## config.mk

```make
export PLATFORM = sky130hd
export DESIGN_NAME = fsm_code_tracker
export DESIGN_NICKNAME = d
export VERILOG_FILES = /design/src/rtl/fsm_code_pkg.sv /design/src/rtl/fsm_code_tracker_sat_counter.sv /design/src/rtl/fsm_code_tracker.sv
export SDC_FILE = /design/constraint.sdc
export NUM_CORES = 1
export LEC_CHECK = 0
export CORE_MARGIN = 5
export CORE_UTILIZATION = 45
export DETAILED_ROUTE_END_ITERATION = 10
export PLACE_DENSITY = 0.68
export SETUP_SLACK_MARGIN = 0.02
export SYNTH_ARGS = -nofsm -noshare
export SYNTH_HDL_FRONTEND = slang
export SYNTH_SLANG_ARGS = --single-unit
```

## constraint.sdc

```tcl
create_clock -name clock -period 4 [get_ports clock]
set_input_delay 0.6 -clock clock [delete_from_list [all_inputs] [get_ports clock]]
set_output_delay 0.6 -clock clock [all_outputs]
set_load 0.05 [all_outputs]
```

## src/rtl/fsm_code_pkg.sv

```systemverilog
// Shared definitions for the y-code tracker: sender state and code values,
// tracker FSM encodings and the sender's legal transition graph.
package fsm_code_pkg;

   localparam logic [1:0] ST0 = 2'd0;
   localparam logic [1:0] ST1 = 2'd1;
   localparam logic [1:0] ST2 = 2'd2;
   localparam logic [1:0] ST3 = 2'd3;

   localparam logic [2:0] CODE_ST0 = 3'd1;
   localparam logic [2:0] CODE_ST1 = 3'd2;
   localparam logic [2:0] CODE_ST2 = 3'd3;
   localparam logic [2:0] CODE_ST3 = 3'd4;

   typedef enum logic [1:0] {
      HUNT   = 2'd0,
      TRAIN  = 2'd1,
      LOCKED = 2'd2
   } trk_state_t;

   // Only ST1 branches; control is the value the sender presented with its ST1 code.
   function automatic logic [1:0] next_state(input logic [1:0] state, input logic control);
      logic [1:0] nxt;
      case (state)
         ST0:     nxt = ST1;
         ST1:     nxt = control ? ST2 : ST3;
         ST2:     nxt = ST3;
         ST3:     nxt = ST0;
         default: nxt = ST0;
      endcase
      return nxt;
   endfunction

endpackage

```

## src/rtl/fsm_code_tracker_sat_counter.sv

```systemverilog
// Saturating up-counter with a synchronous load-on-clear, used for the
// tracker's error and loop statistics.
module sat_counter #(
   parameter int WIDTH = 8
) (
   input  logic             clock,
   input  logic             reset,
   input  logic             inc,
   input  logic             clr,
   input  logic [WIDTH-1:0] clr_val,
   output logic [WIDTH-1:0] count
);

   localparam logic [WIDTH-1:0] CNT_MAX = {WIDTH{1'b1}};
   localparam logic [WIDTH-1:0] CNT_ONE = WIDTH'(1);

   logic [WIDTH-1:0] count_r;

   // Clear wins over increment; the clear value lets a coinciding event still be counted.
   always_ff @(posedge clock or posedge reset) begin
      if (reset) begin
         count_r <= {WIDTH{1'b0}};
      end else if (clr) begin
         count_r <= clr_val;
      end else if (inc && (count_r != CNT_MAX)) begin
         count_r <= count_r + CNT_ONE;
      end
   end

   assign count = count_r;

endmodule

```

## src/rtl/fsm_code_tracker.sv

```systemverilog
// Receive-side monitor that regenerates the 4-state controller's state from its
// y code stream, checks each step against the legal graph and reports lock/errors.
module fsm_code_tracker
   import fsm_code_pkg::*;
#(
   parameter int LOCK_LEN = 3,
   parameter int CNT_W    = 8
) (
   input  logic             clock,
   input  logic             reset,
   input  logic             code_valid,
   input  logic [2:0]       code,
   input  logic             control,
   input  logic             clr_counts,
   output logic [1:0]       state_out,
   output logic             locked,
   output logic             err_pulse,
   output logic [CNT_W-1:0] err_count,
   output logic [CNT_W-1:0] loop_count
);

   localparam logic [3:0] LOCK_RUN = 4'(LOCK_LEN);

   trk_state_t       trk_r, trk_next;
   logic [1:0]       state_r, state_next;
   logic [3:0]       run_r, run_next, run_inc_s;
   logic             ctl_r;
   logic             locked_r, err_pulse_r;
   logic             code_legal_s;
   logic [1:0]       code_st_s;
   logic             is_hold_s, is_succ_s;
   logic             err_s, loop_inc_s;
   logic [CNT_W-1:0] err_clr_val_s;

   // Decode the observed code into a sender state and a legality flag.
   always_comb begin
      code_legal_s = 1'b1;
      code_st_s    = ST0;
      case (code)
         CODE_ST0: code_st_s = ST0;
         CODE_ST1: code_st_s = ST1;
         CODE_ST2: code_st_s = ST2;
         CODE_ST3: code_st_s = ST3;
         default: begin
            code_legal_s = 1'b0;
            code_st_s    = ST0;
         end
      endcase
   end

   assign is_hold_s = code_legal_s && (code_st_s == state_r);
   assign is_succ_s = code_legal_s && (code_st_s == next_state(state_r, ctl_r));
   assign run_inc_s = run_r + 4'd1;

   // Tracker next-state: holds are always legal; only successors advance the run.
   always_comb begin
      trk_next   = trk_r;
      state_next = state_r;
      run_next   = run_r;
      err_s      = 1'b0;
      loop_inc_s = 1'b0;
      if (code_valid) begin
         case (trk_r)
            HUNT: begin
               if (code_legal_s) begin
                  state_next = code_st_s;
                  run_next   = 4'd0;
                  trk_next   = TRAIN;
               end else begin
                  trk_next = HUNT;
               end
            end
            TRAIN: begin
               if (is_hold_s) begin
                  trk_next = TRAIN;
               end else if (is_succ_s) begin
                  state_next = code_st_s;
                  run_next   = run_inc_s;
                  if (run_inc_s == LOCK_RUN) begin
                     trk_next = LOCKED;
                  end else begin
                     trk_next = TRAIN;
                  end
               end else begin
                  run_next = 4'd0;
                  trk_next = HUNT;
               end
            end
            LOCKED: begin
               if (is_hold_s) begin
                  trk_next = LOCKED;
               end else if (is_succ_s) begin
                  state_next = code_st_s;
                  loop_inc_s = (state_r == ST3);
               end else begin
                  err_s    = 1'b1;
                  run_next = 4'd0;
                  trk_next = HUNT;
               end
            end
            default: begin
               run_next = 4'd0;
               trk_next = HUNT;
            end
         endcase
      end else begin
         trk_next = trk_r;
      end
   end

   // Tracker state and registered outputs; control is captured with every valid code.
   always_ff @(posedge clock or posedge reset) begin
      if (reset) begin
         trk_r       <= HUNT;
         state_r     <= ST0;
         run_r       <= 4'd0;
         ctl_r       <= 1'b0;
         locked_r    <= 1'b0;
         err_pulse_r <= 1'b0;
      end else begin
         trk_r       <= trk_next;
         state_r     <= state_next;
         run_r       <= run_next;
         locked_r    <= (trk_next == LOCKED);
         err_pulse_r <= err_s;
         if (code_valid) begin
            ctl_r <= control;
         end
      end
   end

   assign err_clr_val_s = CNT_W'(err_s);

   sat_counter #(.WIDTH(CNT_W)) u_err_count (
      .clock   (clock),
      .reset   (reset),
      .inc     (err_s),
      .clr     (clr_counts),
      .clr_val (err_clr_val_s),
      .count   (err_count)
   );

   sat_counter #(.WIDTH(CNT_W)) u_loop_count (
      .clock   (clock),
      .reset   (reset),
      .inc     (loop_inc_s),
      .clr     (clr_counts),
      .clr_val ({CNT_W{1'b0}}),
      .count   (loop_count)
   );

   assign state_out = state_r;
   assign locked    = locked_r;
   assign err_pulse = err_pulse_r;

endmodule

```

Word-level counts from Yosys, hierarchy flattened
Cells that the tools add are included.
{ "op_classes": {"add_sub_neg": 3, "n_eq_ne": 21, "n_mux": 34, "reduce_logical": 13} }
{ "op_table": {"columns": ["op", "n"], "rows": [
  ["2-to-1 mux 8 bit", 4],
  ["2-to-1 mux 4 bit", 5],
  ["2-to-1 mux 2 bit", 9],
  ["adder 8 x 1 -> 8 bit (second input constant)", 2],
  ["!= test 8 bit (second input constant)", 2],
  ["one-hot mux 2 bit (3 select lines)", 2],
  ["one-hot mux 4 bit (3 select lines)", 1],
  ["2-to-1 mux 1 bit", 11],
  ["!= test 2 bit (second input constant)", 5],
  ["AND reduction 5 bit", 2],
  ["equality test 2 bit (second input constant)", 4],
  ["one-hot mux 2 bit (4 select lines)", 1],
  ["equality test 3 x 2 -> 1 bit (second input constant)", 2],
  ["nonzero test 2 bit", 3],
  ["adder 4 x 1 -> 4 bit (second input constant)", 1],
  ["equality test 2 x 1 -> 1 bit (second input constant)", 2],
  ["equality test 2 bit", 2],
  ["equality test 4 x 2 -> 1 bit (second input constant)", 1],
  ["logical AND 1 bit", 4],
  ["zero test 2 bit", 2],
  ["one-hot mux 2 bit (2 select lines)", 1],
  ["OR reduction 4 bit", 1],
  ["equality test 3 x 1 -> 1 bit (second input constant)", 1],
  ["equality test 3 bit (second input constant)", 1],
  ["other kinds (2)", 2]
]} }
{ "word_totals": {"ff_bits": 27, "in_bits": 8, "out_inout_bits": 20, "wordCells": 79} }

Depth between registers and ports, before layout
Gate-level depths: netlist (run 1).
{ "logic_depth": {"ltp_word": 11, "depth_mapped": 10, "ltp_nobuf": 8} }

Hierarchy
From an unflattened synthesis (run 1), not the netlist that was laid out.
{ "hier_totals": {"hier_cells": 216, "area_unflattened_um2": 2018.2} }
{ "modules_own_cells": {"columns": ["module", "instances", "cells_each", "area_per_inst_um2", "seq_area_each_um2"], "rows": [
  ["sat_counter", 2, 58, 536.8, 200.2],
  ["fsm_code_tracker", 1, 100, 944.7, 275.3]
]} }

Worst setup path before layout (run 1)
No wires, ideal clock.
{ "synth_timing": {"kind": "reg-to-reg", "startpoint": "register state_r[0] (netlist: state_out[0])", "endpoint": "register u_err_count.count_r[7] (netlist: u_err_count.count[7])", "setup_time_ns": 0.127, "t_arrival_ns": 2.677, "required_ns": 3.873, "slack_ns": 1.195, "stages_incl_launch_ff": 10, "path_buffers": 1, "synth_period_minus_slack_ns": 2.805, "path_cell_list": "dfrtp_1 > buf_4 > inv_1 > ha_1 > and4bb_2 > o32ai_1 > nand3_1 > nor3_4 > nand3_1 > mux2_1"} }
{ "synth_via": {"elab_chain_cells": 10, "elab_cells_between_ends": 15, "classes_between": "eq/ne (5); mux (5); reduce/logical (5)"} }
{ "synth_rtl": {"columns": ["element", "line_no", "rtl"], "rows": [
  ["from (decl)", "fsm_code_tracker.sv:25", "logic [1:0] state_r, state_next;"],
  ["from (signal assigned)", "fsm_code_tracker.sv:122", "state_r <= state_next;"],
  ["equality test 2 bit, or another cell as far along", "fsm_code_pkg.sv:24", "case (state)"],
  ["one-hot mux 2 bit (4 select lines)", "fsm_code_pkg.sv:24", null],
  ["equality test 2 bit", "fsm_code_tracker.sv:52", "assign is_succ_s = code_legal_s && (code_st_s == next_state(state_r, ctl_r));"],
  ["logical AND 1 bit", "fsm_code_tracker.sv:52", null],
  ["2-to-1 mux 1 bit", "fsm_code_tracker.sv:92", "end else if (is_succ_s) begin"],
  ["2-to-1 mux 1 bit (*)", "fsm_code_tracker.sv:90", "if (is_hold_s) begin"],
  ["2-to-1 mux 1 bit (*)", "fsm_code_tracker.sv:63", "case (trk_r)"],
  ["2-to-1 mux 1 bit (*)", "fsm_code_tracker.sv:62", "if (code_valid) begin"],
  ["logical AND 1 bit (*)", "fsm_code_tracker_sat_counter.sv:25", "end else if (inc && (count_r != CNT_MAX)) begin"],
  ["nonzero test 2 bit (no source line) (*)", null, null],
  ["to (signal assigned)", "fsm_code_tracker_sat_counter.sv:22", "count_r <= {WIDTH{1'b0}};"],
  ["to (signal assigned)", "fsm_code_tracker_sat_counter.sv:24", "count_r <= clr_val;"],
  ["to (signal assigned)", "fsm_code_tracker_sat_counter.sv:26", "count_r <= count_r + CNT_ONE;"],
  ["to (decl)", "fsm_code_tracker_sat_counter.sv:17", "logic [WIDTH-1:0] count_r;"]
]} }
Every way passes the cells marked *; elsewhere a longest branch is shown, timed or not.
A chain may end at the register's enable or synchronous reset.

Final worst setup path (run 1)
Ends and elaborated chain as after synthesis.

==> results of run 1 <==
## logic make-up after synthesis
family / after synthesis / synth area share
mux: 7 / 0.0390
fa+ha+maj: 11 / 0.0714
flops: 27 / 0.351
compound gates: 49 / 0.177
simple gates: 87 / 0.279
buf+inv: 19 / 0.0513
xor+xnor: 7 / 0.0318
## per-stage QoR
stage	total power, mW	cells	util	hold WS [ns]
5_1_grt	0.817	281	0.552	0.545
3_3_place_gp	0.612	277	0.540	0.497
3_5_place_dp	0.610	277	0.540	0.504
2_1_floorplan	0.548	207	-	0.472
4_1_cts	0.772	281	0.552	0.525
6_report	0.762	281	0.552	0.524
## cells in the final DEF (no fill, tap or decap), drive strengths merged, types with 4 or more instances in the layout
cell type,instances
a21oi,14
dfrtp,27
ha,11
or4,4
nor2b,5
nor2,17
inv,12
nand2b,4
nand3,10
nand2,10
nand4,6
clkdlybuf4s50,27
mux2,4
xnor2,4
nor3,4
o21ai,10
## per-layer routing
layer,share of wire,GRT usage,up-vias
li1,-,-,817
met1,0.48,0.190,739
met3,0.048,0.0290,4
met2,0.46,0.242,31
met5,0,0,-
met4,0.0081,0.0388,0
## path summary, 6_finish.rpt
| check | start | endpoint | cells past startpoint |
|---|---|---|---|
| max in group asynchronous | reset | run_r[1] | 2 |
| max | state_out[0] | u_err_count.count[7] | 8 |
| min in group asynchronous | reset | u_loop_count.count[1] | 2 |
| min reg2reg | ctl_r | ctl_r | 1 |
| min | ctl_r | ctl_r | 1 |
| max reg2reg | state_out[0] | u_err_count.count[7] | 8 |
## area by class of cell
| class | instances | share of cell area |
|---|---|---|
| clock buffers | 3 | 0.0183 |
| clock inverters | 1 | 0.00333 |
| inverters | 12 | 0.0200 |
| multi-input cells | 161 | 0.511 |
| flip-flops and latches | 27 | 0.300 |
| well taps | 50 | 0.0277 |
| repair buffers | 27 | 0.120 |
## worst register-to-register path: stages, from the launching register on
cell and delay, ns:
dfrtp_1 0.61, inv_1 0.15, ha_1 0.40, and4bb_2 0.27
o32ai_1 0.10, nand3_1 0.30, nor3_4 0.41, nand3_1 0.14
mux2_1 0.33
## flip-flops by register name (all words and copies together), names as in the netlist
register	cells
ctl_r	1
err_pulse	1
locked	1
run_r	4
state_out	2
trk_r	2
u_err_count.count	8
u_loop_count.count	8
## where the power goes
part           internal (mW)  leakage (nW)  total [mW]  switching, mW
logic                  0.105         0.534       0.283          0.178
registers              0.288         0.371       0.323         0.0351
clock network         0.0708        0.0217       0.156         0.0856
==> results.json, run 1 <==
{
  "cts_root_buf": "clkbuf_8",
  "fin_tns_setup_ns": 0,
  "clock_latency_ns": 0.28,
  "grt_max_degree": 28,
  "min_period_ns": 2.83,
  "drv_cap": 0,
  "dieArea_sq_mm": 0.00569,
  "drc_errors": 0,
  "leakagePower_nw": 0.927,
  "synth_cell_types": 58,
  "syn_area_sq_mm": 0.00193,
  "cp-end-kind": "flip-flop",
  "synth.most_common_cell": "dfrtp_1",
  "synthTopCellsByCount": "dfrtp_1 (27), nor2_1 (17), a21oi_1 (13), inv_1 (12), ha_1 (11)",
  "cts_tree": "done",
  "num-fill-cells": 375,
  "viasPerCell": 5.66,
  "cp_common_cell": "nand3_1",
  "critical_path.max_fanout": 14,
  "crit_required_ns": 4.17,
  "numCtsBuffers": 3,
  "outcome": "completed",
  "place_ws_ns": 0.920,
  "n_antenna_cell": 0,
  "regArea_sq_um": 676,
  "drive_gt1_frac": 0.117,
  "portBuffers": 27,
  "synth_top_cell_area_share": 0.351,
  "pin_count": 28,
  "power_density_mw_per_mm2": 338,
  "syn_nets": 226,
  "cts_resized": 0,
  "synth_area_leaders": "dfrtp_1 (35%), ha_1 (7.1%), a21oi_1 (3.4%)",
  "synth_edf_count": 0,
  "slowest_delay_ns": 0.61,
  "num_rows": 23,
  "place_congestion": 0.828,
  "dr_total_vias": 1591,
  "routedWlPerCell_microns": 13.6,
  "hold_violations": 0,
  "cts_setup_buffers": 0,
  "antenna_left": 0,
  "syn_area_per_cell_sq_um": 9.31,
  "synthCells": 207,
  "grt_usage": 0.144,
  "timing.final.crit_share": 0.708,
  "path_class": "flip-flop to flip-flop",
  "yosys.area.top_type": "dfrtp_1",
  "multiInputGateArea_sq_mm": 0.00115,
  "worstMarginPinSlew_ns": 0.993,
  "critPathBufInv": 1,
  "clk_pin_slew_ns": 0.09,
  "fin_area_sq_mm": 0.00225,
  "die_height_microns": 75.4,
  "cts_max_level": 1,
  "cts_hold_buf": 0,
  "cp_top_family": "simple AND/OR/NAND/NOR gates",
  "die_x_microns": 75.4,
  "cts.sinks": 27,
  "setup_violations": 0,
  "critPathLaunchType": "flip-flop",
  "post-dp-hpwl_microns": 2870,
  "ir_drop_v": 0.000238,
  "critical_path_arrival_ns": 3.00,
  "clock_path_buffers": 2,
  "fmax_mhz": 353,
  "antenna_found_initial": 0,
  "initial_core_util": 0.472,
  "seq_area_frac_synth": 0.351,
  "place_area_sq_mm": 0.00221,
  "grt_pass1_vias": 1491,
  "yosys_most_used_dff": "dfrtp_1",
  "setup_slack_ns": 1.17,
  "area_growth_pct": 17.0,
  "nets": 251,
  "crit_chain": "inv_1, ha_1, and4bb_2, o32ai_1, nand3_1, nor3_4, nand3_1, mux2_1",
  "hold_class": "flip-flop to flip-flop",
  "drt-total-wl_microns": 3830,
  "ys_warn_count": 0,
  "cp_slowest_cell": "dfrtp_1",
  "async_reset_ff_frac": 1.00,
  "grt_pass1_wl_microns": 6510,
  "grt_setup_unrepaired": "false",
  "drv_slew": 0,
  "dr.pass1.iters": 4,
  "slew_headroom": 0.337,
  "coreArea_sq_mm": 0.00409,
  "grt_overflow": 0,
  "r2r_setup_slack_ns": 1.17,
  "clock_skew_ns": 0.00831,
  "first_iter_violations": 104,
  "synth-seq-cells": 27
}
Note: power is estimated with default switching activity, not from simulation.
==> run 2, diff against run 1 <==
Clock period 4 ns to 2.8 ns, I/O delays scaled along.
==> run 2 against run 1 <==
  * Power rose by 50%
  * Final cell count grew 3.9%
  * Non-clock buffer count is 11 higher
  * Count of clock-buffer cells in the layout unchanged
  * Register-to-register slack got worse by 0.93 ns
  * Final area up 3.6%
  * Sequential power grew 36%
  * Critical path depth stayed put
  * Setup slack worse by 0.93 ns
  * Critical path type unchanged
  * Largest power group is now combinational cells
  * Highest routed layer unchanged
==> results.json, run 2 (synthesized netlist as in run 1, its figures left out) <==
{
  "dr.pass1.iters": 4,
  "antenna_found_initial": 0,
  "die_height_microns": 75.4,
  "cp_top_family": "simple AND/OR/NAND/NOR gates",
  "cp_slowest_cell": "or4_1",
  "drc_errors": 0,
  "final_common_cell": "clkdlybuf4s50_1",
  "area_growth_pct": 21.2,
  "drv_slew": 0,
  "r2r_setup_slack_ns": 0.24,
  "cp-end-kind": "flip-flop",
  "p_comb_frac": 0.417,
  "nets": 262,
  "n_antenna_cell": 0,
  "startpoint": "state_out[1]",
  "hold_violations": 0,
  "numCtsBuffers": 3,
  "intPower_mw": 0.690,
  "min_period_ns": 2.56,
  "die_x_microns": 75.4,
  "path_class": "flip-flop to flip-flop",
  "crit_chain": "inv_1, ha_1, and4bb_2, o21ai_0, o21ai_2, o21ai_2, or4_1, a31oi_1",
  "r2r_start": "state_out[1]",
  "grt_max_degree": 23,
  "portBuffers": 27,
  "setup_slack_ns": 0.239,
  "grt_usage": 0.158,
  "cts_root_buf": "clkbuf_8",
  "timing.final.crit_share": 0.915,
  "grt_overflow": 0,
  "pin_count": 28,
  "power_density_mw_per_mm2": 489,
  "p_sw_mw": 0.453,
  "clock_path_buffers": 2,
  "viasPerCell": 5.80,
  "outcome": "completed",
  "routedWlPerCell_microns": 14.4,
  "cts_tree": "done",
  "clkPwrFrac": 0.199,
  "drive_gt1_frac": 0.161,
  "cts_setup_buffers": 0,
  "netSwitchingFraction": 0.396,
  "critPathLaunchType": "flip-flop",
  "cts_hold_buf": 0,
  "slew_headroom": 0.422,
  "critical_path.max_fanout": 7,
  "slowest_delay_ns": 0.55,
  "hold-worst-slack_ns": 0.526,
  "critPathBufInv": 1,
  "layout_common_cells": "clkdlybuf4s50_1 (27), dfrtp_1 (26), nor2_1 (17)",
  "leakagePower_nw": 0.985,
  "antenna_left": 0,
  "cp_common_cell": "o21ai_2",
  "dr_total_vias": 1695,
  "grt_setup_unrepaired": "false",
  "power_frac_seq": 0.385,
  "place_congestion": 0.865,
  "post-dp-hpwl_microns": 3200,
  "cts_max_level": 1,
  "critical_path_arrival_ns": 2.76,
  "clock_skew_ns": 0.00836,
  "place_ws_ns": 0.0851,
  "dieArea_sq_mm": 0.00569,
  "first_iter_violations": 65,
  "setup_violations": 0,
  "crit_required_ns": 3.00,
  "drt-total-wl_microns": 4200,
  "p_total_mw": 1.14,
  "fmax_mhz": 390,
  "num_rows": 23,
  "ir_drop_v": 0.000283,
  "fin_tns_setup_ns": 0,
  "clk_pin_slew_ns": 0.10,
  "grt_pass1_vias": 1566,
  "hold_class": "flip-flop to flip-flop",
  "cts_resized": 0,
  "clock_latency_ns": 0.28,
  "grt_pass1_wl_microns": 7010,
  "drv_cap": 0,
  "cts.sinks": 27,
  "worstMarginPinSlew_ns": 0.866,
  "coreArea_sq_mm": 0.00409,
  "worstHoldStart": "run_r[3]",
  "initial_core_util": 0.472
}
[run 2: routing by layer]
metal / routed length [microns] / vias to the layer above / global-route usage / share of wire
met4: 71 / 0 / 0.0660 / 0.017
met1: 1960 / 811 / 0.211 / 0.47
met5: 0 / - / 0 / 0
met3: 242 / 5 / 0.0237 / 0.058
li1: - / 837 / - / -
met2: 1930 / 42 / 0.256 / 0.46
[run 2: per-stage QoR]
stage          cell area [sq um]  cells  utilization
2_1_floorplan               1930    207            -
3_3_place_gp                2290    288        0.560
3_5_place_dp                2290    288        0.560
4_1_cts                     2340    292        0.572
5_1_grt                     2340    292        0.572
6_report                    2340    292        0.572
[run 2: area by class of cell]
type                       count  area (sq um)
tap                           50          62.6
timing repair buffer          38           353
inverter                      12          45.0
multi-input combinational    161          1150
fill                         369          1750
clock buffer                   3          41.3
sequential                    27           677
clock inverter                 1          5.00
[run 2: worst reg2reg max path: cells and delay by family, from the launching register on]
| family | cells | cell delay [ns] |
|---|---|---|
| AOI/OAI and AO/OA | 4 | 0.57 |
| buffers and inverters | 1 | 0.16 |
| DFF | 1 | 0.49 |
| and+or+nand+nor | 2 | 0.83 |
| adders and majority gates | 1 | 0.43 |
[run 2: power by group through the flow]
stage	Sequential (mW)	Clock, mW	Combinational, mW
2_1_floorplan	0.488	0	0.296
3_3_place_gp	0.447	0	0.464
3_5_place_dp	0.448	0	0.471
4_1_cts	0.440	0.238	0.472
5_1_grt	0.443	0.247	0.513
6_report	0.439	0.227	0.476
[run 2: path summary, 6_finish.rpt]
path,cells past startpoint,to
worst max-delay path,8,locked
worst min-delay path,1,run_r[3]
worst max register to register,8,locked
worst min register to register,1,run_r[3]
max in group asynchronous,3,trk_r[0]
min in group asynchronous,2,u_err_count.count[6]
==> run 3, diff against run 2 <==
--- a/config.mk
+++ b/config.mk
@@ -8,5 +8,4 @@
 export CORE_MARGIN = 5
-export CORE_UTILIZATION = 45
+export CORE_UTILIZATION = 35
 export DETAILED_ROUTE_END_ITERATION = 10
-export PLACE_DENSITY = 0.68
 export SETUP_SLACK_MARGIN = 0.02
==> constraint.sdc (replaced) <==
create_clock -name clock -period 2.8 [get_ports clock]
set_input_delay 0.56 -clock clock [delete_from_list [all_inputs] [get_ports clock]]
set_output_delay 0.56 -clock clock [all_outputs]
set_load 0.05 [all_outputs]
==> run 3 against run 2 <==
  * Clock skew is 0.0029 ns lower
  * Count of clock-buffer cells in the layout unchanged
  * Combinational power up 0.8%
  * Setup slack gained 0.023 ns
  * Wire length fell by 0.29%
  * Critical path depth is the same
  * Utilization decreased by 14 points
  * Global-route usage down 3.5 points
  * Final area increased by 1.2%
  * Critical endpoint is now u_loop_count.count[5]
  * Register-to-register slack improved by 0.05 ns
==> results.json, run 3 (synthesized netlist as in run 1, its figures left out) <==
{
  "outcome": "completed",
  "dr.pass1.iters": 4,
  "setup_violations": 0,
  "crit_required_ns": 3.00,
  "grt_usage": 0.123,
  "cts_resized": 0,
  "critical_path_arrival_ns": 2.73,
  "dr_total_vias": 1673,
  "clock_latency_ns": 0.27,
  "drv_slew": 0,
  "place_congestion": 0.863,
  "startpoint": "code[0]",
  "instances_no_fill": 314,
  "multiInputGateArea_sq_mm": 0.00115,
  "cts_tree": "done",
  "clock_path_buffers": 2,
  "cp-end-kind": "flip-flop",
  "cts_root_buf": "clkbuf_8",
  "num-fill-cells": 550,
  "worstMarginPinSlew_ns": 0.678,
  "antenna_found_initial": 0,
  "ir_drop_v": 0.000406,
  "cts_hold_buf": 0,
  "layout_common_cells": "clkdlybuf4s50_1 (27), dfrtp_1 (26), nor2_1 (17)",
  "numCtsBuffers": 3,
  "dp_cells": 310,
  "hold_violations": 0,
  "regArea_sq_um": 677,
  "grt_max_degree": 20,
  "clk_pin_slew_ns": 0.10,
  "grt_pass1_wl_microns": 7490,
  "grt_setup_unrepaired": "false",
  "pin_count": 28,
  "place_area_sq_mm": 0.00232,
  "coreArea_sq_mm": 0.00544,
  "die_x_microns": 84.2,
  "drc_errors": 0,
  "cts.sinks": 27,
  "drive_gt1_frac": 0.161,
  "timing.final.crit_share": 0.906,
  "grt_pass1_vias": 1641,
  "critical_path.max_fanout": 12,
  "n_antenna_cell": 0,
  "portBuffers": 27,
  "fmax_mhz": 394,
  "nets": 262,
  "drv_cap": 0,
  "fin_area_sq_mm": 0.00236,
  "area_growth_pct": 22.7,
  "fin_tns_setup_ns": 0,
  "place_ws_ns": -0.0284,
  "die_height_microns": 84.2,
  "cts_setup_buffers": 0,
  "slew_headroom": 0.547,
  "cts_max_level": 1,
  "first_iter_violations": 51,
  "drt-total-wl_microns": 4190,
  "p_total_mw": 1.14,
  "num_rows": 27,
  "power_density_mw_per_mm2": 484,
  "dieArea_sq_mm": 0.00709,
  "grt_overflow": 0,
  "clock_skew_ns": 0.00543,
  "critPathLaunchType": "input pin",
  "leakagePower_nw": 0.984,
  "final_common_cell": "clkdlybuf4s50_1",
  "viasPerCell": 5.33,
  "setup_slack_ns": 0.262,
  "worstHoldStart": "run_r[3]",
  "hold_class": "flip-flop to flip-flop",
  "post-dp-hpwl_microns": 3150,
  "path_class": "input pin to flip-flop",
  "antenna_left": 0,
  "r2r_start": "state_out[1]",
  "initial_core_util": 0.354,
  "min_period_ns": 2.54,
  "routedWlPerCell_microns": 13.3
}
==> run 3: cell counts in the layout (fill, tap and decap cells not counted) <==
No cell type changed its count.
==> run 3: layout make-up <==
cell class,instances,area share
well taps,72,0.0381
clock inverters,1,0.00212
repair buffers,38,0.149
flip-flops and latches,27,0.286
multi-input cells,161,0.488
inverters,12,0.0191
clock buffers,3,0.0175
==> run 3: stage by stage <==
| step | hold slack (ns) | util |
|---|---|---|
| final | 0.523 | 0.435 |
| after global placement | 0.497 | 0.426 |
| after floorplan | 0.472 | - |
| after detailed placement | 0.501 | 0.426 |
| after CTS | 0.522 | 0.435 |
| after global routing | 0.564 | 0.435 |
==> run 3: power by group <==
| group | switching, mW | leakage, nW | internal [mW] | total, mW |
|---|---|---|---|---|
| registers | 0.0270 | 0.370 | 0.412 | 0.440 |
| clock network | 0.125 | 0.0255 | 0.0999 | 0.225 |
| logic | 0.297 | 0.588 | 0.183 | 0.480 |
| total | 0.449 | 0.984 | 0.695 | 1.14 |
==> run 3: worst max-delay path, stage by stage <==
cell and delay (ns):
clkdlybuf4s50_1 0.58, buf_4 0.24, nor3b_2 0.14, a221oi_1 0.07, nor3_2 0.28, o21ai_2 0.21, or4_1 0.50, a21oi_1 0.15
==> run 3: path summary, 6_finish.rpt <==
| check | slack [ns] | depth (start not counted) | end |
|---|---|---|---|
| min reg2reg | 0.52 | 1 | run_r[3] |
| max in group asynchronous | 1.66 | 3 | u_loop_count.count[2] |
| max | 0.26 | 8 | u_loop_count.count[5] |
| min | 0.52 | 1 | run_r[3] |
| max reg2reg | 0.29 | 9 | u_err_count.count[6] |
| min in group asynchronous | 0.57 | 2 | locked |
==> run 3: layer usage <==
metal,part of all wire,vias to the layer above,wire (microns),global-route usage
met5,0,-,0,0
met4,0.0081,0,34,0.0205
met3,0.039,6,162,0.0265
met2,0.47,30,1970,0.209
met1,0.48,801,2020,0.164
li1,-,836,-,-
